### src/rtl/capture_controller.sv
// Capture/dump sequencer for the ADC sampler: drives the IAGC status code and
// decimated sample strobe, supervises end-of-capture, then streams both banks out.
module capture_controller #(
    parameter int ADDR_SIZE        = 12,
    parameter int DEC_SIZE         = 16,
    parameter int IAGC_STATUS_SIZE = 4,
    parameter int END_TIMEOUT      = 8
) (
    input  logic                        i_clock,
    input  logic                        i_resetn,
    input  logic                        i_start,
    input  logic                        i_dump,
    input  logic                        i_abort,
    input  logic [DEC_SIZE-1:0]         i_decimation,
    input  logic [ADDR_SIZE-1:0]        i_memory_size,
    input  logic                        i_sampler_end,
    input  logic                        i_rd_ready,
    output logic [IAGC_STATUS_SIZE-1:0] o_iagc_status,
    output logic                        o_sample,
    output logic [ADDR_SIZE-1:0]        o_rd_addr,
    output logic                        o_rd_sel,
    output logic                        o_rd_valid,
    output logic                        o_busy,
    output logic                        o_capture_valid
);

    localparam int TO_W = $clog2(END_TIMEOUT + 1);

    localparam logic [IAGC_STATUS_SIZE-1:0] STAT_RST      = IAGC_STATUS_SIZE'(0);
    localparam logic [IAGC_STATUS_SIZE-1:0] STAT_IDLE     = IAGC_STATUS_SIZE'(2);
    localparam logic [IAGC_STATUS_SIZE-1:0] STAT_SAMPLE   = IAGC_STATUS_SIZE'(3);
    localparam logic [IAGC_STATUS_SIZE-1:0] STAT_ERROR    = IAGC_STATUS_SIZE'(6);
    localparam logic [IAGC_STATUS_SIZE-1:0] STAT_DUMP_REF = IAGC_STATUS_SIZE'(7);
    localparam logic [IAGC_STATUS_SIZE-1:0] STAT_DUMP_ERR = IAGC_STATUS_SIZE'(8);

    typedef enum logic [2:0] {
        ST_RST,
        ST_IDLE,
        ST_SAMPLE,
        ST_WAIT_END,
        ST_CMD_ERROR,
        ST_DUMP_REF,
        ST_DUMP_ERR
    } state_t;

    state_t state, state_d;

    logic [DEC_SIZE-1:0]         dec_q, dec_d;
    logic [DEC_SIZE-1:0]         dec_cnt, dec_cnt_d;
    logic [ADDR_SIZE-1:0]        mem_q, mem_d;
    logic [ADDR_SIZE:0]          strobe_cnt, strobe_cnt_d, strobe_inc;
    logic [ADDR_SIZE:0]          rd_cnt, rd_cnt_d, mem_last;
    logic [TO_W-1:0]             timeout_cnt, timeout_cnt_d;
    logic [IAGC_STATUS_SIZE-1:0] status_d;
    logic                        sample_d, rd_valid_d, rd_sel_d, busy_d, capture_valid_d;

    // Counters are one bit wider than the address so a full-size capture never wraps.
    assign mem_last   = {1'b0, mem_q} - {{ADDR_SIZE{1'b0}}, 1'b1};
    assign strobe_inc = strobe_cnt + 1'b1;
    assign o_rd_addr  = rd_cnt[ADDR_SIZE-1:0];

    always_comb begin
        state_d         = state;
        dec_d           = dec_q;
        mem_d           = mem_q;
        dec_cnt_d       = dec_cnt;
        strobe_cnt_d    = strobe_cnt;
        rd_cnt_d        = rd_cnt;
        timeout_cnt_d   = timeout_cnt;
        capture_valid_d = o_capture_valid;

        if (i_abort) begin
            state_d         = ST_RST;
            capture_valid_d = 1'b0;
            rd_cnt_d        = '0;
        end else begin
            case (state)
                ST_RST: state_d = ST_IDLE;
                ST_IDLE: begin
                    if (i_start) begin
                        if (i_memory_size == '0) begin
                            state_d = ST_CMD_ERROR;
                        end else begin
                            state_d         = ST_SAMPLE;
                            dec_d           = i_decimation;
                            mem_d           = i_memory_size;
                            dec_cnt_d       = '0;
                            strobe_cnt_d    = '0;
                            capture_valid_d = 1'b0;
                        end
                    end else if (i_dump) begin
                        if (o_capture_valid) begin
                            state_d  = ST_DUMP_REF;
                            rd_cnt_d = '0;
                        end else begin
                            state_d = ST_CMD_ERROR;
                        end
                    end
                end
                ST_SAMPLE: begin
                    if (dec_cnt == dec_q) begin
                        dec_cnt_d    = '0;
                        strobe_cnt_d = strobe_inc;
                        if (strobe_inc == {1'b0, mem_q}) begin
                            state_d       = ST_WAIT_END;
                            timeout_cnt_d = '0;
                        end
                    end else begin
                        dec_cnt_d = dec_cnt + 1'b1;
                    end
                end
                // Status stays at SAMPLE here so the sampler can finish its last write.
                ST_WAIT_END: begin
                    if (i_sampler_end) begin
                        state_d         = ST_IDLE;
                        capture_valid_d = 1'b1;
                    end else if (timeout_cnt == TO_W'(END_TIMEOUT - 1)) begin
                        state_d = ST_CMD_ERROR;
                    end else begin
                        timeout_cnt_d = timeout_cnt + 1'b1;
                    end
                end
                ST_CMD_ERROR: state_d = ST_IDLE;
                ST_DUMP_REF, ST_DUMP_ERR: begin
                    if (o_rd_valid && i_rd_ready) begin
                        if (rd_cnt == mem_last) begin
                            rd_cnt_d = '0;
                            state_d  = (state == ST_DUMP_REF) ? ST_DUMP_ERR : ST_IDLE;
                        end else begin
                            rd_cnt_d = rd_cnt + 1'b1;
                        end
                    end
                end
                default: state_d = ST_IDLE;
            endcase
        end

        sample_d   = (state_d == ST_SAMPLE) && (dec_cnt_d == dec_d);
        rd_valid_d = (state_d == ST_DUMP_REF) || (state_d == ST_DUMP_ERR);
        rd_sel_d   = (state_d == ST_DUMP_ERR);
        busy_d     = (state_d != ST_IDLE);

        case (state_d)
            ST_RST:       status_d = STAT_RST;
            ST_IDLE:      status_d = STAT_IDLE;
            ST_SAMPLE:    status_d = STAT_SAMPLE;
            ST_WAIT_END:  status_d = STAT_SAMPLE;
            ST_CMD_ERROR: status_d = STAT_ERROR;
            ST_DUMP_REF:  status_d = STAT_DUMP_REF;
            ST_DUMP_ERR:  status_d = STAT_DUMP_ERR;
            default:      status_d = STAT_RST;
        endcase
    end

    always_ff @(posedge i_clock or negedge i_resetn) begin
        if (!i_resetn) begin
            state           <= ST_RST;
            dec_q           <= '0;
            mem_q           <= '0;
            dec_cnt         <= '0;
            strobe_cnt      <= '0;
            rd_cnt          <= '0;
            timeout_cnt     <= '0;
            o_iagc_status   <= STAT_RST;
            o_sample        <= 1'b0;
            o_rd_sel        <= 1'b0;
            o_rd_valid      <= 1'b0;
            o_busy          <= 1'b1;
            o_capture_valid <= 1'b0;
        end else begin
            state           <= state_d;
            dec_q           <= dec_d;
            mem_q           <= mem_d;
            dec_cnt         <= dec_cnt_d;
            strobe_cnt      <= strobe_cnt_d;
            rd_cnt          <= rd_cnt_d;
            timeout_cnt     <= timeout_cnt_d;
            o_iagc_status   <= status_d;
            o_sample        <= sample_d;
            o_rd_sel        <= rd_sel_d;
            o_rd_valid      <= rd_valid_d;
            o_busy          <= busy_d;
            o_capture_valid <= capture_valid_d;
        end
    end

endmodule

### config.mk
export PLATFORM = sky130hd
export DESIGN_NAME = capture_controller
export DESIGN_NICKNAME = d
export VERILOG_FILES = /design/src/rtl/capture_controller.sv
export SDC_FILE = /design/constraint.sdc
export NUM_CORES = 1
export LEC_CHECK = 0
export ABC_CLOCK_PERIOD_IN_PS = 3240
export BUFFER_PORTS_ARGS = -buffer_cell sky130_fd_sc_hd__buf_2
export CORE_AREA = 2 2 120 122
export CTS_CLUSTER_DIAMETER = 40
export DETAILED_ROUTE_END_ITERATION = 10
export DIE_AREA = 0 0 122 124
export PLACE_DENSITY = 0.68
export SLEW_MARGIN = 20
export SYNTH_ARGS = -nofsm -noshare
export SYNTH_HDL_FRONTEND = slang
export SYNTH_SLANG_ARGS = --single-unit
### constraint.sdc
create_clock -name i_clock -period 3.24 [get_ports i_clock]
set_clock_uncertainty 0.15 [all_clocks]
set_input_delay 0.324 -clock i_clock [delete_from_list [all_inputs] [get_ports i_clock]]
set_output_delay 0.324 -clock i_clock [all_outputs]
set_load 0.05 [all_outputs]
# Yosys cells after proc, flatten, opt, wreduce, memory -nomap -nowiden
# Cells that the tools add are included.
dict set report word_totals {
  ramBits 0
  rom_bits 0
  inputBits 35
  n_memories 0
  word_cells 109
  latch_bits 0
  output_inout_bits 21
  reg_bits 86
}
dict set report classes {
  div_mod_pow 0
  order_cmp 0
  add_sub_neg 5
  multipliers 0
  reduce_logical 15
  n_bitwise 2
  mux 44
  n_eq_ne 30
  shifts 0
}
# cell count
set ops {}
lappend ops {{$mux W16} 8}
lappend ops {{$mux W13} 9}
lappend ops {{$pmux W13 S2} 2}
lappend ops {{$mux W3} 11}
lappend ops {{$eq A16 B16 Y1} 2}
lappend ops {{$pmux W16 S2} 1}
lappend ops {{$add A13 B1 Y13 const B} 2}
lappend ops {{$ne A3 B3 Y1 const B} 7}
lappend ops {{$pmux W4 S5} 1}
lappend ops {{$add A16 B1 Y16 const B} 1}
lappend ops {{$mux W4} 4}
lappend ops {{$eq A3 B3 Y1 const B} 5}
lappend ops {{$eq A13 B12 Y1} 1}
lappend ops {{$eq A13 B13 Y1} 1}
lappend ops {{$sub A12 B1 Y13 const B} 1}
lappend ops {{$eq A3 B2 Y1 const B} 4}
lappend ops {{$logic_not A12 Y1} 1}
lappend ops {{$ne A2 B2 Y1 const B} 6}
lappend ops {{$pmux W3 S4} 1}
lappend ops {{$reduce_and A5 Y1} 2}
lappend ops {{$pmux W4 S2} 1}
lappend ops {{$reduce_and A4 Y1} 2}
lappend ops {{$eq A3 B1 Y1 const B} 2}
lappend ops {{$reduce_and A6 Y1} 1}
lappend ops {{11 further kinds} 20}

# Longest topological paths before layout
dict set report logic_depth {
  depth_word 9
  depth_mapped 11
  depth_no_buf 10
}

# Worst setup path after synthesis
# No wires, ideal clock.
dict set report synth_timing {
  kind {register to register}
  from {register mem_q[2]}
  to {register o_iagc_status[1]}
  n_path_buf 1
  required_time_ns 2.958
  synth_period_minus_slack_ns 3.137
  arrival_time_ns 2.855
  stages_incl_launch_ff 10
  setup_slack_ns 0.103
  setup_time_ns 0.132
  cell_sequence {dfrtp_1 > buf_6 > or3_1 > or4_4 > a2111oi_4 > and3_2 > a211oi_2 > a2111oi_4 > nor2_2 > or3b_1}
}
dict set report synth_via {
  elab_chain_len 9
  elab_cells_between_ends 17
  cone_classes {add/sub: 1; eq/ne: 8; mux: 7; reduce/logical: 1}
}
# item line_no
set synth_rtl {}
lappend synth_rtl {{start, declared} 50} ;# logic [ADDR_SIZE-1:0] mem_q, mem_d;
lappend synth_rtl {{start signal, assigned} 173} ;# mem_q <= mem_d;
lappend synth_rtl {{$sub A12 B1 Y13} 58} ;# assign mem_last = {1'b0, mem_q} - {{ADDR_SIZE{1'b0}}, 1'b1};
lappend synth_rtl {{$eq A13 B13 Y1} 126} ;# if (rd_cnt == mem_last) begin
lappend synth_rtl {{$mux W3} 126}
lappend synth_rtl {{$mux W3} 125} ;# if (o_rd_valid && i_rd_ready) begin
lappend synth_rtl {{$pmux W3 S4 (*)} 77} ;# case (state)
lappend synth_rtl {{$mux W3 (*)} 72} ;# if (i_abort) begin
lappend synth_rtl {{via state_d[0]} 46} ;# state_t state, state_d;
lappend synth_rtl {{$eq A3 B2 Y1} 143} ;# case (state_d)
lappend synth_rtl {{$reduce_or A2 Y1 (no line)} --}
lappend synth_rtl {{$pmux W4 S5 (*)} 143}
lappend synth_rtl {{via status_d[1]} 54} ;# logic [IAGC_STATUS_SIZE-1:0] status_d;
lappend synth_rtl {{end signal, assigned} 178} ;# o_iagc_status <= status_d;
lappend synth_rtl {{end, declared} 18} ;# output logic [IAGC_STATUS_SIZE-1:0] o_iagc_status,
# The timed path passes the listed nets; every way through them passes the cells marked *.
# A chain may end at the register's enable or synchronous reset.

# Worst setup path after layout
# Ends and elaborated chain as after synthesis.

==> results.cfg <==
[die]
die_h_um = 124
core_area_sq_um = 13700
dieArea_sq_um = 15100
num_rows = 43
die_x_um = 122
ios = 56
start_util_pct = 39.2

[layout]
area_growth_syn_to_layout_pct = 17.9
finalCoreUtilization_pct = 46.3
design_area_sq_um = 6350
diodes = 0
nets = 673
n_fill_cell = 1318
layout-drive-gt1-share_pct = 23.4

[timing]
finalHoldWorstSlack_ns = 0.0571
worst_slew_pin_slew_ns = 0.782
fin_crit_ns = 3.06
finalSetupViolCount = 0
finalHoldViolCount = 0
maxSlewHeadroom_pct = 47.7
maxSlewViolCount = 0
min_period_over_period_pct = 94.4
fmax_mhz = 327

[global_route]
grt_pass1_wl_mm = 22.7
grt-ovfl-total = 0
grt.total_usage_pct = 19.1
antenna_found_initial = 0
first_global_vias = 4583
grt_max_degree = 35

[route]
vias_per_cell = 5.56
dr_total_vias = 4547
wl_mm = 13.8
first_pass_iters = 5
ant_nets = 0
wl_per_cell_um = 16.8
drc_errors = 0
drt_iter0_drc = 400

[power_and_ir_drop]
p_per_area_nw_per_um2 = 744
leakagePower_uw = 0.00273
seq_power_share_pct = 34.5
p_sw_share_pct = 37.0
max-vdd-ir-drop_mv = 0.340
p_switching_uw = 1750
comb_power_share_pct = 41.8
power_frac_clock_pct = 23.7
internal-power_uw = 2980

[cts]
htreeDepth = 3
cts_tree = built
clk_latency_ns = 0.35
numCtsBuffers = 9
clkSinkCount = 86
cts.path.max_buffers = 2
clk_pin_slew_ns = 0.06
root_buffer = clkbuf_16

[critical_path]
critPathLaunchType = flop
r2r-end = o_iagc_status[1]
rr_startpoint = mem_q[2]
reg2reg_depth = 8
cp.arrival_ns = 3.14
required_ns = 3.32
crit_type = flop to flop
worstPathMaxFanout = 5
worst_setup_path_end_kind = flop
timing.reg2reg.setup_slack_ns = 0.18

[logic_synthesis]
ys_warn_count = 0
yosysSeqAreaShare_pct = 40.0
synth_ff_type = dfrtp_1
synthesis.area_sq_um = 5380
synth_cell_type_count = 64
ys_ff_latch = 86
synth_nets = 605
synth_edf_count = 0
synthCells = 565
yosys-top-cells-count = dfrtp_1 (85), o21ai_0 (45), xnor2_1 (43)
yosysMostFrequentCell = dfrtp_1
synthTopCellsByArea = dfrtp_1 (40%), xnor2_1 (7.0%), mux2_2 (5.4%)
synth_async_sr_flop_share_pct = 100
synth_area_leader_cell = dfrtp_1
postSynthAreaPerCell_sq_um = 9.53
netlist.area_leader.share_pct = 39.5

[placement]
portBuffers = 55
placed_area_sq_um = 5990
hpwlAfterDp_mm = 10.5
gp_congestion = 0.870

[hold_path]
min_path_type = input pin to flop
holdPathStages = 3
hp-start = i_memory_size[1]
min_to = mem_q[1]

[run_status]
status = finished clean

[job]
max_cap_violations = 0
-- final cells by class --
| cell class | count | area, sq um | share of cell area, % |
|---|---|---|---|
| Tap cell | 180 | 225 | 3.55 |
| Clock buffer | 12 | 246 | 3.88 |
| Multi-Input combinational cell | 434 | 3050 | 48.0 |
| Inverter | 11 | 41.3 | 0.651 |
| Sequential cell | 86 | 2150 | 33.9 |
| Clock inverter | 4 | 70.1 | 1.10 |
| Timing Repair Buffer | 91 | 563 | 8.87 |
-- power groups by stage --
stage | Combinational, uW | Sequential, uW | Clock (uW)
2_1_floorplan | 1330 | 1660 | 0
3_3_place_gp | 1910 | 1630 | 0
3_5_place_dp | 1950 | 1640 | 0
4_1_cts | 1960 | 1630 | 1140
5_1_grt | 2170 | 1660 | 1190
6_report | 1970 | 1630 | 1120
-- sequential cells by signal, indices dropped and copies added (netlist names), 3 cells and up --
name,flops
dec_q,16
mem_q,12
strobe_cnt,13
state,3
rd_cnt,13
o_iagc_status,4
dec_cnt,16
timeout_cnt,4
-- worst max-delay path by stage --
| stage | to | cells after the start | start | slack (ns) |
|---|---|---|---|---|
| 2_1_floorplan | o_iagc_status[1] | 9 | mem_q[2] | 0.10 |
| 3_3_place_gp | o_sample | 9 | i_memory_size[6] | 0.09 |
| 3_5_place_dp | o_sample | 9 | i_memory_size[6] | 0.003 |
| 4_1_cts | timeout_cnt[1] | 9 | mem_q[2] | 0.007 |
| 5_1_grt | rd_cnt[6] | 9 | mem_q[2] | -0.03 |
| 6_report | o_iagc_status[1] | 8 | mem_q[2] | 0.18 |
-- per-stage QoR --
step	power [uW]	cells	setup WS (ns)	TNS, ns
3_3_place_gp	3530	801	0.0880	0
4_1_cts	4730	818	0.00728	0
6_report	4720	818	0.181	0
3_5_place_dp	3590	801	0.00346	0
5_1_grt	5020	818	-0.0263	-0.0413
2_1_floorplan	2980	565	0.103	0
-- cells in the final DEF, fill, tap and decap left out, types with 17 or more instances in the layout --
cell and n:
o21ai_0 45, o31ai_1 17, mux2_2 26, xnor2_1 43, dfrtp_1 85, buf_4 35
buf_2 54, nor2_1 36, nand2_1 41, nand3_1 20, xor2_1 28
-- cells by family (layout without fill, tap and decap cells) --
group	after synthesis	count (layout)	share of synthesized area [%]
buf+inv	45	118	4.16
simple gates	208	208	21.2
fa+ha+maj	5	5	1.16
flops	86	86	40.0
xor+xnor	71	71	11.6
mux	31	31	6.37
compound gates	119	119	15.6
-- repair_timing --
action,in CTS,in global routing
setup endpoints to repair,0,14
hold buffers,1,0
gates resized for setup,0,8
setup buffers,0,0
endpoints found under the hold margin,32,0
-- layer usage --
metal	track usage (%)	vias up	routed length, um
li1	-	2175	-
met1	24.5	2220	6260
met2	32.7	135	6770
met3	4.12	17	610
met4	5.46	0	146
met5	0	-	0
-- critical path: stages, from the launching register on --
cell and delay, ns:
dfrtp_1 0.42, or4_4 0.59, o41a_1 0.47, a2111oi_1 0.40, nand4_1 0.13, o21ai_0 0.18
a21oi_1 0.10, a21boi_1 0.16, or3b_1 0.34
(Power assumes the default switching activity.)
